==> src/rtl/wb_peripheral_bridge_pipelined.sv <==
// Pipelined Wishbone slave to simple peripheral bus bridge.
// Accepted requests are queued in a small FIFO. A three-state engine then issues
// them one at a time on the peripheral bus, waits while the peripheral reports
// busy (optionally giving up after a timeout), and returns exactly one ack or
// error pulse per request, in the order the requests were accepted.
//
// state     | meaning
// ----------+-----------------------------------------------------------------
// S_IDLE    | no access in flight; start one when the queue has an entry
// S_ACCESS  | head entry driven on the peripheral bus; waiting for busy low
// S_RESPOND | one-cycle ack/error pulse; the completed entry is already popped
module wb_peripheral_bridge_pipelined #(
    parameter int ADDR_WIDTH     = 24,
    parameter int DATA_WIDTH     = 32,
    parameter int FIFO_DEPTH     = 4,
    parameter int TIMEOUT_CYCLES = 255
) (
    input  logic                    wb_clk_i,
    input  logic                    wb_rst_i,
    input  logic                    wb_cyc_i,
    input  logic                    wb_stb_i,
    input  logic                    wb_we_i,
    input  logic [DATA_WIDTH/8-1:0] wb_sel_i,
    input  logic [ADDR_WIDTH-1:0]   wb_adr_i,
    input  logic [DATA_WIDTH-1:0]   wb_data_i,
    output logic                    wb_ack_o,
    output logic                    wb_error_o,
    output logic                    wb_stall_o,
    output logic [DATA_WIDTH-1:0]   wb_data_o,
    output logic                    peripheralBus_we,
    output logic                    peripheralBus_oe,
    input  logic                    peripheralBus_busy,
    output logic [ADDR_WIDTH-1:0]   peripheralBus_address,
    output logic [DATA_WIDTH/8-1:0] peripheralBus_byteSelect,
    output logic [DATA_WIDTH-1:0]   peripheralBus_dataWrite,
    input  logic [DATA_WIDTH-1:0]   peripheralBus_dataRead
);

    localparam int SEL_WIDTH  = DATA_WIDTH / 8;
    localparam int PTR_W      = $clog2(FIFO_DEPTH);
    localparam int CNT_W      = PTR_W + 1;
    localparam int ENTRY_W    = 1 + SEL_WIDTH + ADDR_WIDTH + DATA_WIDTH;
    localparam int TMR_W      = (TIMEOUT_CYCLES > 1) ? $clog2(TIMEOUT_CYCLES) : 1;
    localparam bit TIMEOUT_EN = (TIMEOUT_CYCLES > 0);
    // Counter value at which one more busy cycle means the access has used up
    // its whole budget of TIMEOUT_CYCLES busy cycles.
    localparam logic [TMR_W-1:0] TO_LAST =
        TMR_W'((TIMEOUT_CYCLES > 0) ? TIMEOUT_CYCLES - 1 : 0);

    typedef enum logic [1:0] {
        S_IDLE    = 2'd0,
        S_ACCESS  = 2'd1,
        S_RESPOND = 2'd2
    } state_t;

    state_t             state;
    logic [ENTRY_W-1:0] fifo_mem [FIFO_DEPTH];
    logic [PTR_W-1:0]   wr_ptr;
    logic [PTR_W-1:0]   rd_ptr;
    logic [PTR_W-1:0]   rd_ptr_nxt;
    logic [CNT_W-1:0]   fifo_count;
    logic [TMR_W-1:0]   busy_cnt;
    logic               suppress;
    logic               push;
    logic               pop;
    logic               done_ok;
    logic               done_to;
    logic               keep_inflight;
    logic               respond_ok;

    logic                  head_we;
    logic [SEL_WIDTH-1:0]  head_sel;
    logic [ADDR_WIDTH-1:0] head_adr;
    logic [DATA_WIDTH-1:0] head_data;

    assign {head_we, head_sel, head_adr, head_data} = fifo_mem[rd_ptr];

    assign wb_stall_o = (fifo_count == CNT_W'(FIFO_DEPTH));
    assign push       = wb_cyc_i & wb_stb_i & ~wb_stall_o;
    // A response is only reported if the master kept the cycle open throughout.
    assign respond_ok = wb_cyc_i & ~suppress;

    // Completion decode for the in-flight access; the entry stays in the FIFO
    // until it completes so the stall flag reflects it.
    always_comb begin
        done_ok       = 1'b0;
        done_to       = 1'b0;
        if (state == S_ACCESS) begin
            done_ok = ~peripheralBus_busy;
            done_to = peripheralBus_busy & TIMEOUT_EN & (busy_cnt == TO_LAST);
        end
        pop           = done_ok | done_to;
        rd_ptr_nxt    = pop ? rd_ptr + PTR_W'(1) : rd_ptr;
        keep_inflight = (state == S_ACCESS) & ~pop;
    end

    // Request storage; the payload needs no reset, only the pointers do.
    always_ff @(posedge wb_clk_i) begin
        if (push) begin
            fifo_mem[wr_ptr] <= {wb_we_i, wb_sel_i, wb_adr_i, wb_data_i};
        end
    end

    // FIFO pointers and occupancy; dropping cyc discards everything except an
    // access that is still running on the peripheral bus.
    always_ff @(posedge wb_clk_i or posedge wb_rst_i) begin
        if (wb_rst_i) begin
            wr_ptr     <= '0;
            rd_ptr     <= '0;
            fifo_count <= '0;
        end else if (!wb_cyc_i) begin
            rd_ptr     <= rd_ptr_nxt;
            wr_ptr     <= rd_ptr_nxt + PTR_W'(keep_inflight);
            fifo_count <= CNT_W'(keep_inflight);
        end else begin
            if (push) begin
                wr_ptr <= wr_ptr + PTR_W'(1);
            end
            rd_ptr     <= rd_ptr_nxt;
            fifo_count <= fifo_count + CNT_W'(push) - CNT_W'(pop);
        end
    end

    // Access engine with registered peripheral-bus and response outputs.
    always_ff @(posedge wb_clk_i or posedge wb_rst_i) begin
        if (wb_rst_i) begin
            state                    <= S_IDLE;
            busy_cnt                 <= '0;
            suppress                 <= 1'b0;
            peripheralBus_we         <= 1'b0;
            peripheralBus_oe         <= 1'b0;
            peripheralBus_address    <= '0;
            peripheralBus_byteSelect <= '0;
            peripheralBus_dataWrite  <= '0;
            wb_ack_o                 <= 1'b0;
            wb_error_o               <= 1'b0;
            wb_data_o                <= '1;
        end else begin
            wb_ack_o   <= 1'b0;
            wb_error_o <= 1'b0;
            wb_data_o  <= '1;
            case (state)
                S_IDLE: begin
                    if (fifo_count != '0 && wb_cyc_i) begin
                        state                    <= S_ACCESS;
                        busy_cnt                 <= '0;
                        suppress                 <= 1'b0;
                        peripheralBus_we         <= head_we;
                        peripheralBus_oe         <= ~head_we;
                        peripheralBus_address    <= head_adr;
                        peripheralBus_byteSelect <= head_sel;
                        peripheralBus_dataWrite  <= head_we ? head_data : '0;
                    end
                end
                S_ACCESS: begin
                    if (!wb_cyc_i) begin
                        suppress <= 1'b1;
                    end
                    if (pop) begin
                        state                    <= S_RESPOND;
                        peripheralBus_we         <= 1'b0;
                        peripheralBus_oe         <= 1'b0;
                        peripheralBus_address    <= '0;
                        peripheralBus_byteSelect <= '0;
                        peripheralBus_dataWrite  <= '0;
                        wb_ack_o                 <= done_ok & respond_ok;
                        wb_error_o               <= done_to & respond_ok;
                        if (done_ok && respond_ok && !peripheralBus_we) begin
                            wb_data_o <= peripheralBus_dataRead;
                        end
                    end else if (TIMEOUT_EN) begin
                        busy_cnt <= busy_cnt + TMR_W'(1);
                    end
                end
                S_RESPOND: begin
                    state <= S_IDLE;
                end
                default: begin
                    state <= S_IDLE;
                end
            endcase
        end
    end

endmodule

==> config.mk <==
export PLATFORM = sky130hd
export DESIGN_NAME = wb_peripheral_bridge_pipelined
export DESIGN_NICKNAME = d
export VERILOG_FILES = /design/src/rtl/wb_peripheral_bridge_pipelined.sv
export SDC_FILE = /design/constraint.sdc
export NUM_CORES = 1
export LEC_CHECK = 0
export CORE_ASPECT_RATIO = 0.6
export CORE_MARGIN = 2
export CORE_UTILIZATION = 60
export DETAILED_ROUTE_END_ITERATION = 6
export DONT_BUFFER_PORTS = 1
export GPL_ROUTABILITY_DRIVEN = 0
export PLACE_DENSITY = 0.76
export REMOVE_ABC_BUFFERS = 1
export SYNTH_ARGS = -nofsm -noshare
export SYNTH_HDL_FRONTEND = slang
export SYNTH_SLANG_ARGS = --single-unit
==> constraint.sdc <==
create_clock -name wb_clk_i -period 5.2 [get_ports wb_clk_i]
set_clock_uncertainty 0.1 [all_clocks]
set_input_delay 0.52 -clock wb_clk_i [delete_from_list [all_inputs] [get_ports wb_clk_i]]
set_output_delay 0.52 -clock wb_clk_i [all_outputs]
set_load 0.05 [all_outputs]
==> summary.md <==
| Metric | Value |
|---|---|
| Num Clock Sinks | `about 360` |
| LEAKAGE | `approximately 5.5 nW` |
| Min-Delay Path Class | `input port to flop` |
| Startpoint Class | `flop` |
| Max rail drop VDD | `416 uV` |
| Synth async-reset ratio | `between 30% and 40%` |
| Minimum clock period | `2.97 ns` |
| Post-synth top area cell | `edfxtp_1` |
| Vias/cell | `6.07` |
| First-pass GRT wire length | `about 40000 um` |
| Number of buffers created by CTS | `30` |
| Unique masters post-synth | `40` |
| Final std cells w/o fill | `between 1000 and 1500` |
| R2R Setup Slk | `2.23 ns` |
| GR Overflow Total | `0` |
| Max-Cap Viols | `0` |
| Status | `finished clean` |
| Root Buffer | `clkbuf_16` |
| Hold_buf cts | `94` |
| M1 WL | `between 10000 and 15000 um` |
| Clk Latency, worst-skew pair | `0.54 ns` |
| Setup ws final | `about 2.2 ns` |
| Area occupied by multi-input gates | `2720 um^2` |
| Post-synth EDFFs | `244` |
| CTS tree | `done` |
| Reg2Reg Depth | `10` |
| Max Used Layer | `met4` |
| Dpl ws | `around 2.2 ns` |
| Clock buffer depth | `3` |
| DRT Wirelength | `roughly 25000 um` |
| Crit Path Max Fanout | `7` |
| Initial antenna violation count | `2` |
| Initial DRC count | `approximately 460` |
| Final-report setup violation count | `0` |
| Mapped Area | `13200 um^2` |
| Core Area | `between 20000 and 25000 um^2` |
| Gr usage total | `a little under a quarter` |
| CP Class | `flop to flop` |
| Register Area | `between 10000 and 15000 um^2` |
| Post-route antenna net violation count | `0` |
| Synth Warn # | `0` |
| Placed insts | `roughly 900` |
| Period utilization | `57.0%` |
| Die Y | `~120 um` |
| Layout cells sized above 1 | `about a fifth` |
| Setup crit start | `fifo_count[1]` |
| Power per standard cell area | `between 500 and 600 nW/um^2` |
| Area delta synth->final | `16.3%` |
| Final Hold Vio Count | `0` |
| Seq cells post-synth | `~360` |
| Top-area cell type share of the netlist area | `55.6%` |
| Most common cell after layout, fill and taps aside | `edfxtp_1` |
| Data required, critical path | `around 5.5 ns` |
| F_max | `roughly 0.34 GHz` |
| Io pins | `195` |
| Nets | `about 850` |
| Total die area | `23200 um^2` |
| Clk slew on worst S/H paths | `0.06 ns` |
| Routed wl met3 | `around 1900 um` |
| Routed wire length per instance | `around 24 um` |
| Hold Slack | `between 0.015 and 0.02 ns` |
| Most frequent cells in the layout | `edfxtp_1, dlygate4sd3_1, dfrtp_1` |
| Arr. time, crit path | `3.29 ns` |
| Vias in the first global route | `6865` |
| DR pass1 iterations | `5` |
| Total number of vias | `6329` |
| Initial Util | `roughly 62%` |
| Most used DFF post-synth | `edfxtp_1` |
| DR WL met2 | `~13000 um` |
| Rows | `slightly above 40` |
| Relative slew slack | `31.5%` |
| DRC Markers | `0` |
| Sequential fraction of the synthesis area | `between 70 and 80%` |
| RSZ-0062 raised after global routing | `no` |
| Gate Count Post-Synth | `~640` |
| Slew @ Worst Pin | `about 1 ns` |
| Setup_tns | `0 ns` |
| Post-CTS sizing | `0` |
| Setup crit end | `fifo_count[2]` |
| Ranking of synthesized cells by area | `edfxtp_1, dfrtp_1, mux4_2` |
| FF-to-FF End | `fifo_count[2]` |
| Setup Fix Bufs, Post-CTS | `0` |
| Syn avg cell area | `about 21 um^2` |
| Post-DP HPWL | `about 14000 um` |
| Critical Path End Type | `flop` |
| Number of port buffers | `0` |
| Final Max Slew Viols | `0` |
| Fin util | `72.0%` |
| Largest net degree at the start of global routing | `62` |
| H-tree levels | `1` |
| Die X | `approximately 200 um` |
| Crit Reg-Reg Startpoint | `fifo_count[1]` |
| # fillers | `~1200` |
how the worst min path moves through the flow:
stage                                     startpoint                           to  slack [ns]  depth (start not counted)
after global placement                      wb_rst_i  peripheralBus_dataWrite[15]        0.33                          1
after CTS                 peripheralBus_dataRead[15]                wb_data_o[15]      0.0006                          1
after detailed placement                    wb_rst_i  peripheralBus_dataWrite[15]        0.35                          1
after global routing      peripheralBus_dataRead[15]                wb_data_o[15]       0.007                          1
final                     peripheralBus_dataRead[15]                wb_data_o[15]        0.02                          1
after floorplan                             suppress                     suppress        0.36                          1
metal layers:
layer | vias up | track usage [%]
met5 | - | 0
met3 | 46 | 6.14
met2 | 226 | 38.0
met4 | 0 | 4.68
met1 | 3343 | 30.3
li1 | 2714 | -
cells by family (layout without fill, tap and decap cells):
kind of cell               after synthesis  count (layout)  share of synthesized area (%)
AOI/OAI and AO/OA                       76              76                           4.82
xor gates and xnor gates                12              12                          0.798
adders and majority gates               10              10                           1.01
buffers and inverters                   44             170                           2.04
DFF                                    358             358                           77.6
muxes                                   62              62                           10.5
other                                    0               2                              0
and+or+nand+nor                         73              73                           3.27
where the power goes:
| group | total (mW) | internal, mW | leakage, nW | switching [mW] |
|---|---|---|---|---|
| Sequential | 4.44 | 3.48 | 3.63 | 0.965 |
| Clock | 2.21 | 1.27 | 0.481 | 0.948 |
| Combinational | 1.48 | 0.787 | 1.38 | 0.694 |
through the flow:
| stage | total power [mW] | instance area [um^2] |
|---|---|---|
| final | 8.14 | 15300 |
| after global routing | 8.48 | 15300 |
| after CTS | 8.20 | 15300 |
| after detailed placement | 5.93 | 13400 |
| after global placement | 5.85 | 13400 |
| after floorplan | 5.53 | 12900 |
Yosys cell counts, types with 3 or more instances:
master and count:
and2_1 7, inv_1 9, xnor2_1 7, a21oi_1 4, edfxtp_1 244, dfrtp_1 82, nand2b_1 33, nor3_1 4
buf_2 17, nor2_1 11, mux4_2 61, dfstp_2 32, xor2_1 5, a22o_1 61, ha_1 9, clkbuf_1 8
nand2_1 5, nand3_1 3, buf_8 6
cell type report:
cell class / instances / area share (%)
inverters: 11 / 0.286
repair buffers: 103 / 6.59
clock inverters: 9 / 0.628
diodes: 2 / 0.0326
clock buffers: 47 / 5.78
multi-input cells: 233 / 17.7
flip-flops and latches: 358 / 66.7
well taps: 279 / 2.28
worst max-delay path, stage by stage (launching register included):
cell,delay [ns]
dfrtp_1,0.44
nor3b_2,0.77
nor2_1,0.34
inv_1,0.13
ha_1,0.23
inv_1,0.07
ha_1,0.15
inv_1,0.05
fa_1,0.37
xnor2_1,0.16
nor2_1,0.05
sequential cells by signal, indices dropped and copies added, names as in the netlist, 2 cells and up:
signal,flops
fifo_mem,244
rd_ptr,2
peripheralBus_dataWrite,32
wr_ptr,2
fifo_count,3
peripheralBus_address,24
peripheralBus_byteSelect,4
state,2
wb_data_o,32
busy_cnt,8
Note: power is estimated with default switching activity, not from simulation.
